[config.mk]
export PLATFORM = sky130hd
export DESIGN_NAME = nested_shift_tx_flat
export DESIGN_NICKNAME = d
export VERILOG_FILES = /design/src/rtl/nested_shift_tx_pkg.sv /design/src/rtl/nested_shift_tx_if.sv /design/src/rtl/nested_shift_tx_parity_calc.sv /design/src/rtl/nested_shift_tx.sv /design/src/flat_wrapper.sv
export SDC_FILE = /design/constraint.sdc
export NUM_CORES = 1
export LEC_CHECK = 0
export CAP_MARGIN = 20
export CORE_MARGIN = 8
export CORE_UTILIZATION = 40
export CTS_CLUSTER_SIZE = 20
export DETAILED_ROUTE_END_ITERATION = 10
export HOLD_SLACK_MARGIN = 0.02
export PLACE_DENSITY_LB_ADDON = 0.05
export SLEW_MARGIN = 20
export SYNTH_ARGS = -nofsm -noshare
export SYNTH_HDL_FRONTEND = slang
export SYNTH_HIERARCHICAL = 1
export SYNTH_SLANG_ARGS = --single-unit
[constraint.sdc]
create_clock -name i_clk -period 1.45 [get_ports i_clk]
set_input_delay 0.145 -clock i_clk [delete_from_list [all_inputs] [get_ports i_clk]]
set_output_delay 0.145 -clock i_clk [all_outputs]
set_load 0.05 [all_outputs]
[src/rtl/nested_shift_tx_pkg.sv]
// Shared types and constants for the nested_shift_tx parallel-to-serial transmitter.
package nested_shift_tx_pkg;

  // Transmitter states; PARITY is only reachable when the parity bit is compiled in.
  typedef enum logic [1:0] {
    ST_IDLE   = 2'd0,
    ST_SHIFT  = 2'd1,
    ST_PARITY = 2'd2
  } state_e;

  // Level driven on the serial line between words.
  localparam logic IDLE_LEVEL_DEF = 1'b1;

  // Bit-counter width for a word of the given width (never narrower than one bit).
  function automatic int cnt_width(input int width);
    return (width > 1) ? $clog2(width) : 1;
  endfunction

endpackage

[src/rtl/nested_shift_tx_if.sv]
// Load handshake and serial-side signals of nested_shift_tx, grouped into one bundle.
// master: the word producer / link observer. slave: the transmitter itself.
interface nested_shift_tx_if #(
  parameter int WIDTH = 8
);
  logic             i_cg;
  logic             i_tick;
  logic             i_valid;
  logic [WIDTH-1:0] i_data;
  logic             o_ready;
  logic             o_txd;
  logic             o_busy;
  logic             o_done;

  modport master (
    output i_cg, i_tick, i_valid, i_data,
    input  o_ready, o_txd, o_busy, o_done
  );

  modport slave (
    input  i_cg, i_tick, i_valid, i_data,
    output o_ready, o_txd, o_busy, o_done
  );
endinterface

[src/rtl/nested_shift_tx_parity_calc.sv]
// Even-parity generator for the loaded word of nested_shift_tx.
// Only built when NESTED_SHIFT_TX_PARITY_EN is defined.
`ifdef NESTED_SHIFT_TX_PARITY_EN
module nested_shift_tx_parity_calc #(
  parameter int WIDTH = 8
) (
  input  logic [WIDTH-1:0] i_data,
  output logic             o_parity
);

  // XOR of all data bits: 1 when the word holds an odd number of ones.
  function automatic logic even_parity(input logic [WIDTH-1:0] d);
    return ^d;
  endfunction

  assign o_parity = even_parity(i_data);

endmodule
`endif

[src/rtl/nested_shift_tx.sv]
// nested_shift_tx: MSB-first parallel-to-serial transmitter with a valid/ready load.
// Every state update is qualified by clock-gate (i_cg), then strobe/handshake
// (i_tick / load), then the FSM state. Async active-high reset (i_rst).
// Optional macro NESTED_SHIFT_TX_PARITY_EN appends one even-parity bit per word.
module nested_shift_tx
  import nested_shift_tx_pkg::*;
#(
  parameter int   WIDTH      = 8,
  parameter logic IDLE_LEVEL = IDLE_LEVEL_DEF
) (
  input  logic               i_clk,
  input  logic               i_rst,
  nested_shift_tx_if.slave   bus
);

  localparam int              CNT_W    = cnt_width(WIDTH);
  localparam logic [CNT_W-1:0] CNT_LAST = CNT_W'(WIDTH - 1);
  localparam logic [CNT_W-1:0] CNT_ZERO = CNT_W'(0);
  localparam logic [CNT_W-1:0] CNT_ONE  = CNT_W'(1);

  state_e             state_q;
  logic [WIDTH-1:0]   shreg_q;
  logic [CNT_W-1:0]   cnt_q;
  logic               txd_q;
  logic               busy_q;
  logic               done_q;
  logic               ready_s;
  logic               load_s;

`ifdef NESTED_SHIFT_TX_PARITY_EN
  logic               par_s;
  logic               par_q;

  nested_shift_tx_parity_calc #(
    .WIDTH (WIDTH)
  ) u_parity (
    .i_data   (bus.i_data),
    .o_parity (par_s)
  );
`endif

  // Ready is combinational so a producer can be accepted in the same cycle it asks.
  assign ready_s = (state_q == ST_IDLE) && bus.i_cg && !i_rst;
  assign load_s  = bus.i_valid && ready_s;

  assign bus.o_ready = ready_s;
  assign bus.o_txd   = txd_q;
  assign bus.o_busy  = busy_q;
  assign bus.o_done  = done_q;

  // Transmitter FSM: load on handshake, shift one bit per gated tick, pulse done at the end.
  always_ff @(posedge i_clk or posedge i_rst) begin
    if (i_rst) begin
      state_q <= ST_IDLE;
      shreg_q <= {WIDTH{1'b0}};
      cnt_q   <= CNT_ZERO;
      txd_q   <= IDLE_LEVEL;
      busy_q  <= 1'b0;
      done_q  <= 1'b0;
`ifdef NESTED_SHIFT_TX_PARITY_EN
      par_q   <= 1'b0;
`endif
    end else begin
      // done is a one-cycle pulse and must drop even while the clock gate is closed
      done_q <= 1'b0;
      if (bus.i_cg) begin
        case (state_q)
          ST_IDLE: begin
            // any i_tick in the load cycle is ignored: the first bit is driven by the load itself
            if (load_s) begin
              state_q <= ST_SHIFT;
              shreg_q <= bus.i_data;
              cnt_q   <= CNT_LAST;
              txd_q   <= bus.i_data[WIDTH-1];
              busy_q  <= 1'b1;
`ifdef NESTED_SHIFT_TX_PARITY_EN
              par_q   <= par_s;
`endif
            end
          end
          ST_SHIFT: begin
            if (bus.i_tick) begin
              if (cnt_q != CNT_ZERO) begin
                // shreg_q[WIDTH-1] is the bit on the line; the next one moves up into its place
                shreg_q <= shreg_q << 1'b1;
                txd_q   <= shreg_q[WIDTH-2];
                cnt_q   <= cnt_q - CNT_ONE;
              end else begin
`ifdef NESTED_SHIFT_TX_PARITY_EN
                state_q <= ST_PARITY;
                txd_q   <= par_q;
`else
                state_q <= ST_IDLE;
                txd_q   <= IDLE_LEVEL;
                busy_q  <= 1'b0;
                done_q  <= 1'b1;
`endif
              end
            end
          end
`ifdef NESTED_SHIFT_TX_PARITY_EN
          ST_PARITY: begin
            if (bus.i_tick) begin
              state_q <= ST_IDLE;
              txd_q   <= IDLE_LEVEL;
              busy_q  <= 1'b0;
              done_q  <= 1'b1;
            end
          end
`endif
          default: begin
            // unreachable encoding: fall back to a quiet idle line
            state_q <= ST_IDLE;
            cnt_q   <= CNT_ZERO;
            txd_q   <= IDLE_LEVEL;
            busy_q  <= 1'b0;
          end
        endcase
      end
    end
  end

endmodule

[src/flat_wrapper.sv]
// flat-port wrapper written by rule: the top's interface ports become plain ports
module nested_shift_tx_flat import nested_shift_tx_pkg::*;
#(
  parameter int   WIDTH      = 8,
  parameter logic IDLE_LEVEL = IDLE_LEVEL_DEF
)
  (i_clk, i_rst, bus_i_cg, bus_i_tick, bus_i_valid, bus_i_data, bus_o_ready, bus_o_txd, bus_o_busy, bus_o_done);
  nested_shift_tx_if #(.WIDTH(WIDTH)) bus_i ();
  input  logic i_clk;
  input  logic i_rst;
  input wire logic [$bits(bus_i.i_cg)-1:0] bus_i_cg;
  input wire logic [$bits(bus_i.i_tick)-1:0] bus_i_tick;
  input wire logic [$bits(bus_i.i_valid)-1:0] bus_i_valid;
  input wire logic [$bits(bus_i.i_data)-1:0] bus_i_data;
  output wire logic [$bits(bus_i.o_ready)-1:0] bus_o_ready;
  output wire logic [$bits(bus_i.o_txd)-1:0] bus_o_txd;
  output wire logic [$bits(bus_i.o_busy)-1:0] bus_o_busy;
  output wire logic [$bits(bus_i.o_done)-1:0] bus_o_done;
  assign bus_i.i_cg = bus_i_cg;
  assign bus_i.i_tick = bus_i_tick;
  assign bus_i.i_valid = bus_i_valid;
  assign bus_i.i_data = bus_i_data;
  assign bus_o_ready = bus_i.o_ready;
  assign bus_o_txd = bus_i.o_txd;
  assign bus_o_busy = bus_i.o_busy;
  assign bus_o_done = bus_i.o_done;
  nested_shift_tx #(.WIDTH(WIDTH), .IDLE_LEVEL(IDLE_LEVEL)) u_core (.i_clk(i_clk), .i_rst(i_rst), .bus(bus_i));
endmodule
==> impl_metrics.toml, run 1 <==
[timing]
setup_viol = 0
setup_ws_ns = 0.06953
slew_headroom_pct = 78.91
fmax_mhz = 724.4
fin_crit_ns = 1.380
worst_pin_slew_ns = 0.3164
min_period_over_period_pct = 95.20
fin_skew_ns = 0.004156
drv_slew = 0
finalHoldViolCount = 0

[setup_path]
path_class = "reg2reg"
slowest_stage = "dfrtp_1"
required_ns = 1.60
worstPathCellList = "inv_1, ha_2, nor2b_2, buf_4, o32ai_1, a21oi_1"
reg2reg_depth = 6
r2r-end = "u_core/shreg_q[5]$_DFFE_PP0P_"
critPathArrivalTime_ns = 1.54
crit_fanout = 8
cp_slowest_stage_delay_ns = 0.35
ff2ff_setup_slack_ns = 0.07
crit_buf_inv = 2
cpLargestDelayFamily = "flip-flops"
cp-start-kind = "flip-flop"
end_kind = "flip-flop"
rr_startpoint = "u_core/cnt_q[0]$_DFFE_PP0P_"

[synth]
ys.flop_type = "dfrtp_1"
postSynthAreaPerCell_um2 = 9.884
ys_seq_elements = 13
seq_area_frac_synth_pct = 47.20
syn_nets = 85
synth_top_area_share_pct = 43.40
synthArstFlopShare_pct = 100.0
synth_top_area_cell = "dfrtp_1"
ys.warnings.count = 6
synth_edf_count = 0
synth_cell_types = 24
synth_area_um2 = 691.9
synthCells = 70
synth.area.top_cells = "dfrtp_1 (43%), a21oi_1 (7.2%), o32ai_1 (6.3%)"

[cts]
clkLatencyLatePin_ns = 0.27
clk_path_buf_depth = 2
cts_tree = "done"
root_buffer = "clkbuf_4"
cts_sinks = 13
cts_made_buffers = 3
htreeDepth = 1
clk_pin_slew_ns = 0.08
cts_hold_buf = 0

[drt]
vias = 623
first_pass_iters = 4
via_per_inst = 5.465
post-route-drc-count = 0
wirelength_um = 1638
wl_per_cell_um = 14.37
drt-initial-drc-count = 9
antenna_left = 0

[floorplanning]
fp.dieArea_um2 = 3317
die_w_um = 57.59
start_util_pct = 41.42
placementRows = 15
die_h_um = 57.59
ioPinCount = 17
core_um2 = 1670

[final_layout]
areaGrowthSynthToFinish_pct = 48.28
nets = 113
antenna_cells = 0
fin_area_um2 = 1026
drive_gt1_share_pct = 28.87
final_common_cell = "buf_4"
instances_no_fill = 114
layout_common_cells = "buf_4 (14), clkdlybuf4s50_1 (12), dfrtp_1 (11)"
fin_util_pct = 61.42

[placement]
gp_congestion = 0.7643
io_buffers = 16
dp_slack_ns = -0.02337
dp_hpwl_um = 1269
place_inst = 109
place_area_um2 = 972.2

[min_path]
hold_class = "in2async"

[outcome]
outcome = "completed"

[global_route]
grt_max_degree = 14
grtUsageTotal_pct = 10.90
grt_pass1_vias = 621
overflow = 0
antenna_found_initial = 0
grt_pass1_wl_um = 2815

[power_and_ir_drop]
ir_drop_v = 0.0008229
powerDensity_nw_per_um2 = 1639
power.leakage_nw = 0.4486
total_power_mw = 1.682

[job]
maxCapViolations = 0
[sequential cells by signal, summed over array words and instances (netlist names)]
register,cells
u_core/shreg_q,7
u_core/bus.o_done,1
u_core/bus.o_txd,1
u_core/bus.o_busy,1
u_core/cnt_q,3
[cell families (layout without fill, tap and decap cells)]
| logic type | count (synthesis) | count (layout) | share of synthesized area, % |
|---|---|---|---|
| DFF | 13 | 13 | 47.20 |
| buffers and inverters | 10 | 37 | 6.690 |
| AOI/OAI and AO/OA | 28 | 28 | 25.86 |
| adders and majority gates | 2 | 2 | 3.616 |
| and+or+nand+nor | 17 | 17 | 16.64 |
[worst max-delay path by stage]
stage                     cells past startpoint                             to                        start  slack (ns)
after floorplan                               6  u_core/shreg_q[0]$_DFFE_PP0P_  u_core/cnt_q[0]$_DFFE_PP0P_        0.05
after global placement                        5  u_core/shreg_q[0]$_DFFE_PP0P_                     bus_i_cg      -0.005
after detailed placement                      5  u_core/shreg_q[0]$_DFFE_PP0P_                     bus_i_cg       -0.02
after CTS                                     6  u_core/shreg_q[2]$_DFFE_PP0P_  u_core/cnt_q[0]$_DFFE_PP0P_        0.05
after global routing                          6  u_core/shreg_q[4]$_DFFE_PP0P_  u_core/cnt_q[0]$_DFFE_PP0P_       -0.01
final                                         6  u_core/shreg_q[5]$_DFFE_PP0P_  u_core/cnt_q[0]$_DFFE_PP0P_        0.07
[report_power, final]
group	switching (mW)	internal, mW	leakage, nW
registers	0.0951	0.526	0.148
clock network	0.116	0.106	0.0150
logic	0.415	0.425	0.285
[layer usage]
metal | share of wire [%] | track usage, % | wire length (um) | up-vias
met2 | 48 | 16.24 | 787 | 18
met3 | 5.6 | 4.036 | 91 | 2
li1 | - | - | - | 310
met5 | 0 | 0 | 0 | -
met1 | 46 | 13.77 | 749 | 293
met4 | 0.61 | 4.286 | 10 | 0
[cell usage after synthesis (2+ instances only)]
cell and instances:
o32ai_1 5, dfrtp_1 12, a22o_1 3, nand2_1 4, nand2b_1 2, nor2_1 3
o22ai_1 2, o21ai_1 5, nor2b_1 2, inv_1 4, a21oi_1 10, ha_1 2
buf_2 4, nand3_1 2
[worst reg2reg max path, stage by stage, from the launching register on]
cell	delay, ns
dfrtp_1	0.35
inv_1	0.06
ha_2	0.20
nor2b_2	0.16
buf_4	0.16
o32ai_1	0.26
a21oi_1	0.08
[stage by stage]
step	TNS, ns	hold WS [ns]
final	0	0.3789
after global placement	-0.004835	0.4940
after floorplan	0	0.02118
after detailed placement	-0.02337	0.5039
after CTS	0	0.3920
after global routing	-0.02326	0.4242
[timing repair]
| action | 4_1_cts | 5_1_grt |
|---|---|---|
| endpoints found under the hold margin | 0 | 0 |
| endpoints found under the setup margin | 1 | 6 |
| resized for setup | 0 | 4 |
| setup buffers | 1 | 0 |
[layout make-up]
| cell class | instances | area (um^2) |
|---|---|---|
| inverters | 4 | 15.01 |
| repair buffers | 29 | 285.3 |
| flip-flops and latches | 13 | 327.8 |
| well taps | 17 | 21.27 |
| clock buffers | 4 | 26.28 |
| multi-input cells | 47 | 350.3 |
| fillers | 157 | 644.4 |
No activity file was read; power rests on OpenSTA's default activity.
==> inputs of run 2 (changes only) <==
Settings changed: CORE_MARGIN 8 to 5, MAX_ROUTING_LAYER from default to met4.
==> run 2 against run 1 <==
Flip-flop and latch count unchanged. Critical endpoint is now u_core/shreg_q[4]$_DFFE_PP0P_. Worst setup slack got worse by 0.0043 ns. Core utilization decreased by 0.53 points. Total power increased by 0.93%. Via count increased by 2.7%. Routed wire length increased by 3.0%. Die area decreased by 20%.
==> impl_metrics.toml, run 2 (synthesized netlist as in run 1, its figures left out) <==
[outcome]
outcome = "completed"

[setup_path]
worstPathCellList = "inv_1, ha_1, nor2b_4, buf_4, o32ai_1, a21oi_1"
critPathArrivalTime_ns = 1.54
cpLargestDelayFamily = "flip-flops"
required_ns = 1.61
cp-start-kind = "flip-flop"
path_class = "reg2reg"
crit_fanout = 6
cp_slowest_stage_delay_ns = 0.35
slowest_stage = "dfrtp_1"
end_kind = "flip-flop"
crit_buf_inv = 2

[timing]
slew_headroom_pct = 79.33
setup_ws_ns = 0.06527
drv_slew = 0
fmax_mhz = 722.2
fin_skew_ns = 0.0006493
min_period_over_period_pct = 95.50
fin_crit_ns = 1.385
worst_pin_slew_ns = 0.3097
setup_viol = 0
finalHoldViolCount = 0

[final_layout]
layout_common_cells = "buf_4 (13), clkdlybuf4s50_1 (12), dfrtp_1 (11)"
instances_no_fill = 113
final_common_cell = "buf_4"
areaGrowthSynthToFinish_pct = 48.64
top_regs = "u_core/shreg_q (7), u_core/cnt_q (3)"
fin_util_pct = 60.89
regMostFlops = "u_core/shreg_q"
largest_register_ffs = 7
nets = 112
drive_gt1_share_pct = 28.13
antenna_cells = 0

[drt]
via_per_inst = 5.664
vias = 640
first_pass_iters = 4
wirelength_um = 1687
drt-initial-drc-count = 2
post-route-drc-count = 0
wl_per_cell_um = 14.93
antenna_left = 0

[min_path]
hold_class = "in2async"

[global_route]
grt_pass1_vias = 628
antenna_found_initial = 0
overflow = 0
grtUsageTotal_pct = 14.10
grt_pass1_wl_um = 2732
grt_max_degree = 11

[placement]
gp_congestion = 0.7640
dp_hpwl_um = 1269
dp_slack_ns = -0.1430
place_inst = 109
io_buffers = 16

[power_and_ir_drop]
powerDensity_nw_per_um2 = 1651
power.leakage_nw = 0.4514
ir_drop_v = 0.0006681

[floorplanning]
die_w_um = 51.59
ioPinCount = 17
placementRows = 15
die_h_um = 51.59
fp.dieArea_um2 = 2662
core_um2 = 1689
start_util_pct = 40.96

[cts]
clk_pin_slew_ns = 0.08
cts_made_buffers = 3
cts.repair.resized = 1
clkLatencyLatePin_ns = 0.27
clk_path_buf_depth = 2
post_cts_buffers = 0
cts_hold_buf = 0
htreeDepth = 1
cts_sinks = 13
root_buffer = "clkbuf_4"
cts_tree = "done"

[job]
maxCapViolations = 0
## run 2: cell types whose count changed in the layout (fill, tap and decap cells not counted), sizes merged
cell / delta
buf: -1
## run 2: tightest hold or removal path: cells and delay by family
kind	cells	cell delay, ns
buffers and inverters	3	0.85
## run 2: area by class of cell
type                            instances  area, um^2
Multi-Input combinational cell         47       360.3
Timing Repair Buffer                   28       277.8
Fill cell                             160       660.6
Tap cell                               17       21.27
Inverter                                4       15.01
Clock buffer                            4       26.28
Sequential cell                        13       327.8
## run 2: routing by layer
layer	wire [um]	vias to the layer above	global-route usage, %
li1	-	309	-
met1	747	309	16.09
met2	826	20	23.73
met3	100	2	3.725
met4	13	0	5.240
met5	0	-	-
## run 2: final timing paths
check	start	endpoint	slack, ns	cells after the start
max in group asynchronous	i_rst	u_core/bus.o_txd$_DFFE_PP1P_	0.64	4
min in group i_clk	bus_i_data[4]	u_core/shreg_q[4]$_DFFE_PP0P_	0.47	3
max reg2reg	u_core/cnt_q[0]$_DFFE_PP0P_	u_core/shreg_q[4]$_DFFE_PP0P_	0.07	6
min	i_rst	u_core/bus.o_busy$_DFFE_PP0P_	0.32	3
max	u_core/cnt_q[0]$_DFFE_PP0P_	u_core/shreg_q[4]$_DFFE_PP0P_	0.07	6
min reg2reg	u_core/bus.o_txd$_DFFE_PP1P_	u_core/bus.o_txd$_DFFE_PP1P_	0.51	2
## run 2: power breakdown
part           switching, mW  total, mW  internal [mW]
clock                  0.121      0.228          0.106
sequential             0.131      0.656          0.526
combinational          0.393      0.814          0.420
## run 2: stage by stage
stage / power, mW / hold slack (ns) / cell area (um^2) / TNS [ns]
finish: 1.698 / 0.3235 / 1028 / 0
global route: 1.818 / 0.3322 / 1028 / -0.04095
CTS: 1.677 / 0.3150 / 1006 / 0
detailed placement: 1.437 / 0.4941 / 972.2 / -0.7051
global placement: 1.419 / 0.4944 / 972.2 / -0.4864
floorplan: 1.101 / 0.02118 / 704.4 / 0
==> inputs of run 3 (changes only) <==
Settings changed: CORE_MARGIN 5 to 10.
==> run 3 against run 2 <==
Flip-flop and latch count did not move. Largest power group unchanged. Global-route usage fell by 3.6 points. First-iteration DRC count rose to 6.0 times the previous value. Via count fell by 3.6%. Sequential share of layout area fell by 0.72 points. Clock power fell by 4%. Clock skew rose by 0.0045 ns. Non-clock buffer count fell by 2. Clock-buffer cell count did not move. Core utilization rose by 5.9 points. Sequential power fell by 3.7%. Register-to-register slack improved by 0.02 ns.
==> impl_metrics.toml, run 3 (synthesized netlist as in run 1, its figures left out) <==
[outcome]
outcome = "completed"

[floorplanning]
start_util_pct = 43.89
placementRows = 14
ioPinCount = 17
fp.dieArea_um2 = 3793
die_w_um = 61.59
die_h_um = 61.59
core_um2 = 1577

[timing]
fin_tns_setup_ns = 0
fmax_mhz = 721.9
min_period_over_period_pct = 95.53
slew_headroom_pct = 76.05
worst_pin_slew_ns = 0.3593
hold_ws_ns = 0.2869
setup_viol = 0
fin_crit_ns = 1.385
finalHoldViolCount = 0
drv_slew = 0
fin_skew_ns = 0.005128
rsz0062_at_grt = "no"

[placement]
place_area_um2 = 953.4
place_inst = 104
dp_hpwl_um = 1254
gp_congestion = 0.8492
io_buffers = 16

[power_and_ir_drop]
power.leakage_nw = 0.4479
total_power_mw = 1.726
ir_drop_v = 0.0009937
powerDensity_nw_per_um2 = 1640

[drt]
drt-initial-drc-count = 12
vias = 617
wirelength_um = 1729
first_pass_iters = 5
via_per_inst = 5.609
antenna_left = 0
post-route-drc-count = 0
wl_per_cell_um = 15.72

[final_layout]
top_regs = "u_core/shreg_q (7), u_core/cnt_q (3)"
regMostFlops = "u_core/shreg_q"
antenna_cells = 0
instances_no_fill = 110
final_common_cell = "clkdlybuf4s50_1"
layout_common_cells = "clkdlybuf4s50_1 (12), dfrtp_1 (11), a21oi_1 (10)"
drive_gt1_share_pct = 29.79
fin_area_um2 = 1052
areaGrowthSynthToFinish_pct = 52.08
nets = 110
regArea_um2 = 327.8
fillers = 131
largest_register_ffs = 7
multi_input_area_um2 = 384.1

[setup_path]
critPathArrivalTime_ns = 1.24
rr_startpoint = "u_core/cnt_q[0]$_DFFE_PP0P_"
cp_slowest_stage_delay_ns = 0.42
cp-start-kind = "flip-flop"
required_ns = 1.31
crit_fanout = 5
slowest_stage = "dfrtp_2"
path_class = "reg2out"
end_kind = "output pin"
worstPathCellList = "buf_4, nor3b_4, buf_12"
startpoint = "u_core/bus.o_busy$_DFFE_PP0P_"

[cts]
cts_tree = "done"
cts_sinks = 13
clkLatencyLatePin_ns = 0.27
clk_path_buf_depth = 2
root_buffer = "clkbuf_4"
clk_pin_slew_ns = 0.08
cts_made_buffers = 3
htreeDepth = 1

[global_route]
antenna_found_initial = 0
grt_pass1_wl_um = 2994
grt_pass1_vias = 652
grtUsageTotal_pct = 10.50
overflow = 0
grt_max_degree = 12

[job]
maxCapViolations = 0

[min_path]
hold_class = "in2async"
==> run 3: cell count changes in the layout (fill, tap and decap cells not counted) <==
cell     delta
buf_4       -4
o32ai_1     -2
buf_12      +1
buf_6       +1
ha_1        -1
ha_2        +1
nor2b_2     +1
nor2b_4     -1
o32ai_2     +1
o32ai_4     +1
==> run 3: area by class of cell <==
class / instances / area share, %
clock buffers: 4 / 2.497
multi-input cells: 47 / 36.50
well taps: 16 / 1.902
inverters: 4 / 1.427
repair buffers: 26 / 26.52
flip-flops and latches: 13 / 31.15
==> run 3: critical path, delay by kind of cell, from the launching register on <==
family,cells,cell delay [ns]
and+or+nand+nor,1,0.23
DFF,1,0.42
buffers and inverters,2,0.32
==> run 3: final timing paths <==
path / to / slack, ns / depth (start not counted)
worst max-delay path: bus_o_ready / 0.06 / 3
worst min-delay path: u_core/shreg_q[0]$_DFFE_PP0P_ / 0.29 / 3
worst max register to register: u_core/shreg_q[3]$_DFFE_PP0P_ / 0.09 / 6
worst min register to register: u_core/bus.o_txd$_DFFE_PP1P_ / 0.51 / 2
max in group asynchronous: u_core/bus.o_txd$_DFFE_PP1P_ / 0.75 / 4
min in group i_clk: u_core/shreg_q[0]$_DFFE_PP0P_ / 0.47 / 2
==> run 3: where the power goes <==
group | internal, mW | switching, mW
registers | 0.526 | 0.106
clock network | 0.107 | 0.112
logic | 0.442 | 0.433
==> run 3: layer usage <==
| layer | GRT usage (%) | vias up | share of wire (%) |
|---|---|---|---|
| li1 | - | 306 | - |
| met1 | 13.18 | 292 | 49 |
| met2 | 15.81 | 19 | 45 |
| met3 | 3.909 | 0 | 6.1 |
| met4 | 1.911 | 0 | 0 |
| met5 | - | - | 0 |
==> run 3: through the flow <==
| step | util [%] | setup WS (ns) |
|---|---|---|
| 3_3_place_gp | 60.48 | -0.04287 |
| 5_1_grt | 66.75 | 0.009386 |
| 6_report | 66.75 | 0.06484 |
| 4_1_cts | 62.62 | 0.02767 |
| 2_1_floorplan | - | 0.04560 |
| 3_5_place_dp | 60.48 | -0.06791 |
==> run 3: what timing repair did <==
item	4_1_cts	5_1_grt
setup endpoints to repair	1	7
gates cloned	0	0
setup buffers	1	1
hold buffers	0	0
gates resized for setup	0	9
